===== config.mk =====
export PLATFORM = sky130hd
export DESIGN_NAME = fireball_unit
export DESIGN_NICKNAME = d
export VERILOG_FILES = /design/src/rtl/fireball_unit.sv
export SDC_FILE = /design/constraint.sdc
export NUM_CORES = 1
export LEC_CHECK = 0
export ABC_AREA = 1
export CAP_MARGIN = 20
export CORE_MARGIN = 2
export CORE_UTILIZATION = 55
export DETAILED_ROUTE_END_ITERATION = 10
export PLACE_DENSITY = 0.94
export SLEW_MARGIN = 10
export SYNTH_ARGS = -nofsm -noshare
export SYNTH_HDL_FRONTEND = slang
export SYNTH_SLANG_ARGS = --single-unit

===== constraint.sdc =====
create_clock -name Clk -period 5.25 [get_ports Clk]
set_input_delay 1.575 -clock Clk [delete_from_list [all_inputs] [get_ports Clk]]
set_output_delay 1.575 -clock Clk [all_outputs]
set_load 0.02 [all_outputs]

===== src/rtl/fireball_unit.sv =====
// fireball_unit: one projectile slot answering the fireball controller's
// fire/ready handshake. Launches from the owner's position, flies one step per
// video frame, reports a single-cycle hit, then explodes and cools down before
// offering itself again.
module fireball_unit #(
  parameter int SPEED           = 4,
  parameter int FB_W            = 16,
  parameter int FB_H            = 16,
  parameter int OPP_W           = 32,
  parameter int OPP_H           = 64,
  parameter int LAUNCH_DX       = 24,
  parameter int LAUNCH_DY       = 20,
  parameter int X_MIN           = 0,
  parameter int X_MAX           = 639,
  parameter int EXPLODE_FRAMES  = 8,
  parameter int COOLDOWN_FRAMES = 15
) (
  input  logic       Clk,
  input  logic       Reset,
  input  logic       frame_clk_edge,
  input  logic       fire,
  input  logic [9:0] char_x,
  input  logic [9:0] char_y,
  input  logic       facing,
  input  logic [9:0] opp_x,
  input  logic [9:0] opp_y,
  input  logic       opp_alive,
  output logic       ready,
  output logic       active,
  output logic       exploding,
  output logic       hit,
  output logic [9:0] fb_x,
  output logic [9:0] fb_y
);

  localparam int MAXF  = (EXPLODE_FRAMES > COOLDOWN_FRAMES) ? EXPLODE_FRAMES : COOLDOWN_FRAMES;
  localparam int CNT_W = $clog2(MAXF) + 1;

  localparam logic [CNT_W-1:0] EXP_LAST = CNT_W'(EXPLODE_FRAMES - 1);
  localparam logic [CNT_W-1:0] CD_LAST  = CNT_W'(COOLDOWN_FRAMES - 1);
  localparam logic [CNT_W-1:0] CNT_ONE  = CNT_W'(1);

  // All position math is 11 bits wide so sums past 1023 and left-launch
  // underflow are visible before clamping.
  localparam logic [10:0] R_LIM   = 11'(X_MAX - FB_W + 1);
  localparam logic [10:0] L_OFF   = 11'(LAUNCH_DX + FB_W);
  localparam logic [10:0] L_FLOOR = 11'(X_MIN + LAUNCH_DX + FB_W);
  localparam logic [10:0] XMIN11  = 11'(X_MIN);
  localparam logic [10:0] SPD11   = 11'(SPEED);
  localparam logic [10:0] DX11    = 11'(LAUNCH_DX);
  localparam logic [10:0] DY11    = 11'(LAUNCH_DY);
  localparam logic [10:0] FBW11   = 11'(FB_W);
  localparam logic [10:0] FBH11   = 11'(FB_H);
  localparam logic [10:0] OW11    = 11'(OPP_W);
  localparam logic [10:0] OH11    = 11'(OPP_H);

  typedef enum logic [1:0] {IDLE, FLY, EXPLODE, COOLDOWN} state_t;

  state_t           state_q, state_d;
  logic [9:0]       fb_x_q, fb_x_d, fb_y_q, fb_y_d;
  logic             dir_q, dir_d;
  logic             armed_q, armed_d;
  logic [CNT_W-1:0] cnt_q, cnt_d;
  logic             hit_q, hit_d;
  logic             ready_q, active_q, expl_q;

  logic [10:0] cx, cy, fx, fy, ox, oy;
  logic [10:0] launch_rx, launch_lx, right_sum;
  logic        overlap, offscreen;

  // Launch positions, overlap and off-screen tests on the current fireball box.
  always_comb begin
    cx        = {1'b0, char_x};
    cy        = {1'b0, char_y};
    fx        = {1'b0, fb_x_q};
    fy        = {1'b0, fb_y_q};
    ox        = {1'b0, opp_x};
    oy        = {1'b0, opp_y};
    right_sum = cx + DX11;
    launch_rx = (right_sum > R_LIM) ? R_LIM : right_sum;
    launch_lx = (cx < L_FLOOR) ? XMIN11 : (cx - L_OFF);
    overlap   = (fx < ox + OW11) && (ox < fx + FBW11) &&
                (fy < oy + OH11) && (oy < fy + FBH11);
    offscreen = dir_q ? (fx < XMIN11 + SPD11) : (fx + SPD11 > R_LIM);
  end

  // Next-state logic; everything except hit moves only on frame edges.
  always_comb begin
    state_d = state_q;
    fb_x_d  = fb_x_q;
    fb_y_d  = fb_y_q;
    dir_d   = dir_q;
    armed_d = armed_q;
    cnt_d   = cnt_q;
    hit_d   = 1'b0;
    if (frame_clk_edge) begin
      // Releasing the key re-arms; a launch below overrides this.
      if (!fire) armed_d = 1'b1;
      case (state_q)
        IDLE: if (fire && armed_q) begin
          dir_d   = facing;
          fb_x_d  = facing ? 10'(launch_lx) : 10'(launch_rx);
          fb_y_d  = 10'(cy + DY11);
          armed_d = 1'b0;
          state_d = FLY;
        end
        FLY: begin
          // Hit beats off-screen when both happen on the same frame.
          if (overlap && opp_alive) begin
            hit_d   = 1'b1;
            cnt_d   = '0;
            state_d = EXPLODE;
          end else if (offscreen) begin
            cnt_d   = '0;
            state_d = COOLDOWN;
          end else begin
            fb_x_d  = dir_q ? 10'(fx - SPD11) : 10'(fx + SPD11);
          end
        end
        EXPLODE: begin
          if (cnt_q == EXP_LAST) begin
            cnt_d   = '0;
            state_d = COOLDOWN;
          end else cnt_d = cnt_q + CNT_ONE;
        end
        COOLDOWN: begin
          if (cnt_q == CD_LAST) begin
            cnt_d   = '0;
            state_d = IDLE;
          end else cnt_d = cnt_q + CNT_ONE;
        end
        default: state_d = IDLE;
      endcase
    end
  end

  // State register with registered status outputs derived from next state.
  always_ff @(posedge Clk) begin
    if (!Reset) begin
      state_q  <= IDLE;
      fb_x_q   <= '0;
      fb_y_q   <= '0;
      dir_q    <= 1'b0;
      armed_q  <= 1'b1;
      cnt_q    <= '0;
      hit_q    <= 1'b0;
      ready_q  <= 1'b1;
      active_q <= 1'b0;
      expl_q   <= 1'b0;
    end else begin
      state_q  <= state_d;
      fb_x_q   <= fb_x_d;
      fb_y_q   <= fb_y_d;
      dir_q    <= dir_d;
      armed_q  <= armed_d;
      cnt_q    <= cnt_d;
      hit_q    <= hit_d;
      ready_q  <= (state_d == IDLE) && armed_d;
      active_q <= (state_d == FLY);
      expl_q   <= (state_d == EXPLODE);
    end
  end

  assign ready     = ready_q;
  assign active    = active_q;
  assign exploding = expl_q;
  assign hit       = hit_q;
  assign fb_x      = fb_x_q;
  assign fb_y      = fb_y_q;

endmodule


==> metrics.txt, run 1 <==
Hold Buf Count CTS 0; Slew @ Worst Pin 473 ps; PostCTS Resize Cnt 0; Clock Pin Slew Worst Setup and Hold Paths 70 ps; layout cells sized above 1 6.90%; Sw Share 37.7%; CTS sink cnt 33; port bufs 69; Clock power frac a little over a quarter; CP Buf/Inv Count 1; Final Max Tran Viols 0; placed cell area 0.00429 sq mm; Synth top cells by count nand2_1, inv_1, ha_1; max_cap viols 0; first-pass GRT wire length 16.3 mm; CTS Buf Count 5; Inserted Diodes 0; Setup TNS Final 0 ps; Root Driver clkbuf_8; Pint 0.592 mW; Most used DFF post-synth dfxtp_1; Post-synth ARST share 0%; synth top area cells dfxtp_1, ha_1, nand2_1; dpl hpwl 7.61 mm; routed length per instance 14.1 um; register area share after synthesis 18.6%; initial antenna violation count 0; Critical Path Max Stage Delay 500 ps; cells after synthesis approximately 550; gr ovfl total 0; CP Cell Sequence clkdlybuf4s50_1 > ha_1 > xnor2_1 > ha_1 > nand2_1 > nand2_1 > nand3_1 > nand2_1 > nor2_2 > nand2_1 > nor2_2 > nand3_1 > nand2_1 > nand2_2 > o21ai_0 > a21oi_1; core area 0.00631 sq mm; WS Path Type input pin to register; crit path time final 3820 ps; slew margin rel. 68.4%; Flop pwr share 32.4%; die area 0.00713 sq mm; Max Freq 262 MHz; CP most frequent cell nand2_1; syn_area_per_cell 6.44 sq um; area grow syn2layout 23.9%; RSZ-0062 raised after global routing no; Fin Hold WS 491 ps; Detailed Route Iter0 Violations 298; Hold Path Depth 2; Post-Layout Inst Area 0.00441 sq mm; Synth Register Bits 33; most common cell in the netlist nand2_1; DRT Wirelength ~10 mm; Power per Cell Area 216 mW/mm^2; Synth Net Count 647; number of synthesized flops with an enable pin 0; reg2reg path depth 16; largest net degree at the start of global routing 27; Die Ht around 84 um; maximum clock path buffer count 2; initial core utilization 56.4%; H-tree depth 2; Comb pwr share 41.2%; status finished, final reports clean; worst endpoint required time around 5400 ps; Synth area leader dfxtp_1; drt drc 0; WP data arrival around 4000 ps; router iterations before antenna repair 6; period utilization between 70% and 80%; total global-route track usage 27.5%; Top Family by Delay on Critical Path simple AND/OR/NAND/NOR gates; Post-Synthesis Cell Area around 0.0036 sq mm; CP max-delay cell clkdlybuf4s50_1; Final Hold Viols 0; clock skew between 4 and 5 ps; fin nets slightly above 700; Detail Route Antenna Nets 0; Setup Fix Bufs, Post-CTS 0; Switch Pwr 0.359 mW; vias per inst 5.53; startpoint types input pin; CTS tree done; Leakage Power approximately 2.2 nW; Worst path depth 16; Unique masters post-synth 40; clk_lat worst skew between 200 and 300 ps; total I/O pin count 70; worst vdd ir 0.000190 V; # rows 29; final number of setup-violating endpoints 0; vias in the first global route 3775; crit end category register; critical path fanouts, max 10; vias between 3k and 4k; DIE WIDTH 84.5 um; synth warn 0; top-area cell type share of the netlist area 18.6%; routability cong. about 0.93; worst hold-check path type register to register
## worst paths after layout
| check | slack [ps] | startpoint | to |
|---|---|---|---|
| max | 1430 | opp_y[6] | cnt_q[0] |
| min | 490 | fb_y[0] | fb_y[0] |
| max reg2reg | 2350 | fb_x[4] | cnt_q[0] |
| min reg2reg | 490 | fb_y[0] | fb_y[0] |
## placed cells by master (no fill, tap or decap), types with 2 or more instances in the layout
cell type / instances
a21o_1: 2
a21oi_1: 38
buf_4: 3
clkbuf_8: 6
clkdlybuf4s50_1: 69
dfxtp_1: 33
ha_1: 48
inv_1: 77
nand2_1: 143
nand2_2: 10
nand3_1: 31
nand3_2: 2
nand3b_1: 5
nand4_1: 2
nor2_1: 47
nor2_2: 14
nor3_1: 6
o211ai_1: 2
o21ai_0: 31
o21ai_1: 3
o31ai_1: 2
xnor2_1: 7
xor2_1: 26
## kinds of logic (layout without fill, tap and decap cells)
logic type      count (synthesis)  after routing  share of synthesized area, %
flops                          33             33                          18.6
simple gates                  265            265                          32.8
fa+ha+maj                      48             48                          16.9
buf+inv                        88            158                          10.4
compound gates                 86             86                          13.3
xor+xnor                       33             33                          8.12
## worst reg2reg max path, cell delays in order (launching register included)
cell	delay [ps]
dfxtp_1	620
inv_1	190
ha_1	320
inv_1	50
ha_1	260
nand2_1	90
inv_1	40
a21oi_1	130
nand2_1	70
nand2_1	100
nand2_1	80
nor2_2	170
nand3_1	140
nand2_1	110
nand2_2	130
o21ai_0	230
a21oi_1	60
## final cells by class
class | count | area [sq um]
clock buffer | 7 | 86.3
clock inverter | 1 | 30.0
fill | 543 | 1900
inverter | 78 | 293
multi-input combinational | 432 | 2530
sequential | 33 | 661
tap | 77 | 96.3
timing repair buffer | 72 | 713
## flip-flops by register name (all words and copies together) (netlist names)
| register | cells |
|---|---|
| armed_q | 1 |
| hit | 1 |
| exploding | 1 |
| active | 1 |
| dir_q | 1 |
| ready | 1 |
| cnt_q | 5 |
| fb_y | 10 |
| fb_x | 10 |
| state_q | 2 |
## per-stage QoR
| step | std cells | util (%) | total power [mW] | setup WS (ps) |
|---|---|---|---|---|
| final | 700 | 69.8 | 0.951 | 1430 |
| after global routing | 700 | 69.8 | 1.01 | 1210 |
| after CTS | 699 | 69.7 | 0.946 | 1480 |
| after detailed placement | 691 | 67.9 | 0.692 | 1220 |
| after global placement | 691 | 67.9 | 0.674 | 1330 |
| after floorplan | 553 | - | 0.558 | 2000 |
## layer usage
| layer | global-route usage, % | routed length, um | vias to the layer above |
|---|---|---|---|
| met5 | 0 | 0 | - |
| met4 | 15.7 | 446 | 0 |
| met3 | 3.64 | 585 | 43 |
| met2 | 49.1 | 4740 | 174 |
| met1 | 31.3 | 4060 | 1750 |
| li1 | - | - | 1901 |
## power groups by stage
| stage | registers, mW | clock network [mW] | logic [mW] |
|---|---|---|---|
| global route | 0.311 | 0.263 | 0.435 |
| floorplan | 0.318 | 0 | 0.240 |
| global placement | 0.311 | 0 | 0.363 |
| finish | 0.308 | 0.251 | 0.392 |
| detailed placement | 0.312 | 0 | 0.380 |
| CTS | 0.307 | 0.253 | 0.387 |
(Power assumes the default switching activity.)
==> inputs of run 2 (changes only) <==
--- a/config.mk
+++ b/config.mk
@@ -8,9 +8,9 @@
 export ABC_AREA = 1
 export CAP_MARGIN = 20
 export CORE_MARGIN = 2
-export CORE_UTILIZATION = 55
+export CORE_UTILIZATION = 48
 export DETAILED_ROUTE_END_ITERATION = 10
-export PLACE_DENSITY = 0.94
+export PLACE_DENSITY = 0.88
 export SLEW_MARGIN = 10
 export SYNTH_ARGS = -nofsm -noshare
 export SYNTH_HDL_FRONTEND = slang
==> constraint.sdc (replaced) <==
create_clock -name Clk -period 3.4 [get_ports Clk]
set_input_delay 1.02 -clock Clk [delete_from_list [all_inputs] [get_ports Clk]]
set_output_delay 1.02 -clock Clk [all_outputs]
set_load 0.02 [all_outputs]
==> run 2 against run 1 <==
  * Register-to-register slack worse by 1800 ps
  * Utilization is 8.1 points lower
  * Non-clock buffer count is 2 higher
  * Critical path depth stayed put
  * First-iteration DRC count is 33% lower
  * Global-route usage is 5.0 points lower
  * Routed wire length is 9.5% lower
  * Final cell count is 3.4% higher
  * Clock power is 52% higher
  * Critical endpoint is now fb_x[5]
  * Largest cell class unchanged
  * Highest routed layer unchanged
==> metrics.txt, run 2 (synthesis gave the netlist of run 1 again) <==
status finished, final reports clean; clk_lat worst skew just under 300 ps; met2 WL post-DR 4.31 mm; area grow syn2layout 25.1%; Detail Route Antenna Nets 0; crit path time final 3130 ps; total I/O pin count 70; CTS sink cnt 33; Finished Layout Cells 724; fin util 61.7%; DRT Wirelength 8.91 mm; Crit Reg-Reg Startpoint fb_x[4]; WS Path Type input pin to register; vias in the first global route 3598; Final Hold Viols 0; CTS Buf Count 5; dpl hpwl between 7 and 8 mm; maximum clock path buffer count 2; Tot Pwr 1.44 mW; DIE WIDTH 90.1 um; worst r2r dst fb_x[5]; # rows 31; layout cells sized above 1 ~7.2%; Clock Pin Slew Worst Setup and Hold Paths roughly 70 ps; worst endpoint required time 3580 ps; Die Ht 90.1 um; vias per inst between 5 and 6; worst vdd ir around 0.00021 V; H-tree depth 2; PostCTS Resize Cnt 0; initial core utilization 49.3%; Power per Cell Area 324 mW/mm^2; vias 3721; core area 0.00721 sq mm; DR top layer met4; die area 0.00812 sq mm; Final Max Tran Viols 0; Root Driver clkbuf_8; slew margin rel. 68.7%; period utilization 92.1%; final number of setup-violating endpoints 0; Inserted Diodes 0; Leakage Power 2.16 nW; router iterations before antenna repair 4; worst hold-check path type register to register; DP Cell Count 716; Max Freq about 320 MHz; drt drc 0; CTS tree done; fin nets 718; critical path fanouts, max 16; Hold Buf Count CTS 0; routability cong. roughly 0.89; routed wl met3 532 um; RSZ-0062 raised after global routing no; total global-route track usage 22.5%; met1 WL approximately 3.9 mm; startpoint types input pin; Hold Startpoint fb_y[0]; first-pass GRT wire length around 16 mm; crit end category register; clock skew 9.16 ps; Setup Fix Bufs, Post-CTS 0; Fin Hold WS 496 ps; routed length per instance 12.3 um; Worst Hold End fb_y[0]; largest net degree at the start of global routing 19; gr ovfl total 0; Detailed Route Iter0 Violations 199; Setup TNS Final 0 ps; reg2reg path depth 13; port bufs ~70; max_cap viols 0; initial antenna violation count 0; Hold Path Depth 2; reg2reg setup slack around 590 ps; Slew @ Worst Pin 468 ps; WP data arrival 3310 ps; commonest non-fill, non-tap cell in the layout nand2_1; commonest cells after routing, fill and taps aside nand2_1, inv_1, clkdlybuf4s50_1
==> run 2: cell count changes in the layout (fill, tap and decap cells not counted), sizes merged <==
cell,previous run,this run
buf,3,5
==> run 2: final cells by class <==
type                    instances  area [sq um]
fillers                       682          2760
multi-input cells             432          2530
repair buffers                 74           728
flip-flops and latches         33           661
inverters                      78           293
well taps                      99           124
clock buffers                   7          86.3
clock inverters                 1          30.0
==> run 2: worst max-delay path by stage <==
stage,start,endpoint,slack [ps],cells after the start
3_3_place_gp,opp_y[6],fb_x[9],80,16
3_5_place_dp,opp_y[6],fb_x[5],8,16
6_report,opp_y[6],fb_x[5],270,16
2_1_floorplan,opp_x[5],fb_x[7],700,15
4_1_cts,opp_y[6],fb_x[5],290,16
5_1_grt,opp_y[6],fb_x[5],70,16
==> run 2: power breakdown <==
part,total (mW),switching [mW],internal [mW]
sequential,0.474,0.0559,0.418
combinational,0.588,0.330,0.258
clock,0.381,0.142,0.239
total,1.44,0.527,0.915
==> run 2: worst max-delay path, stage by stage <==
cell and delay (ps):
clkdlybuf4s50_1 490, ha_1 270, xnor2_1 130, ha_1 290
nand2_1 60, nand2_1 40, nand3_1 70, nand2_1 70
nor2_2 80, nand2_1 60, nor2_2 120, nand4_2 140
nand2_4 230, nand2_1 90, nand2_1 80, nor2_2 50
==> run 2: per-stage QoR <==
step	setup slack, ps	area (sq um)
CTS	292	4450
detailed placement	8.22	4340
finish	269	4450
global route	66.7	4450
floorplan	702	3560
global placement	76.9	4340
==> run 2: routing by layer <==
layer  vias to the layer above  global-route usage [%]
li1                       1904                       -
met2                       102                    40.7
met1                      1698                    26.2
met3                        17                    5.11
met4                         0                    7.18
met5                         -                       0
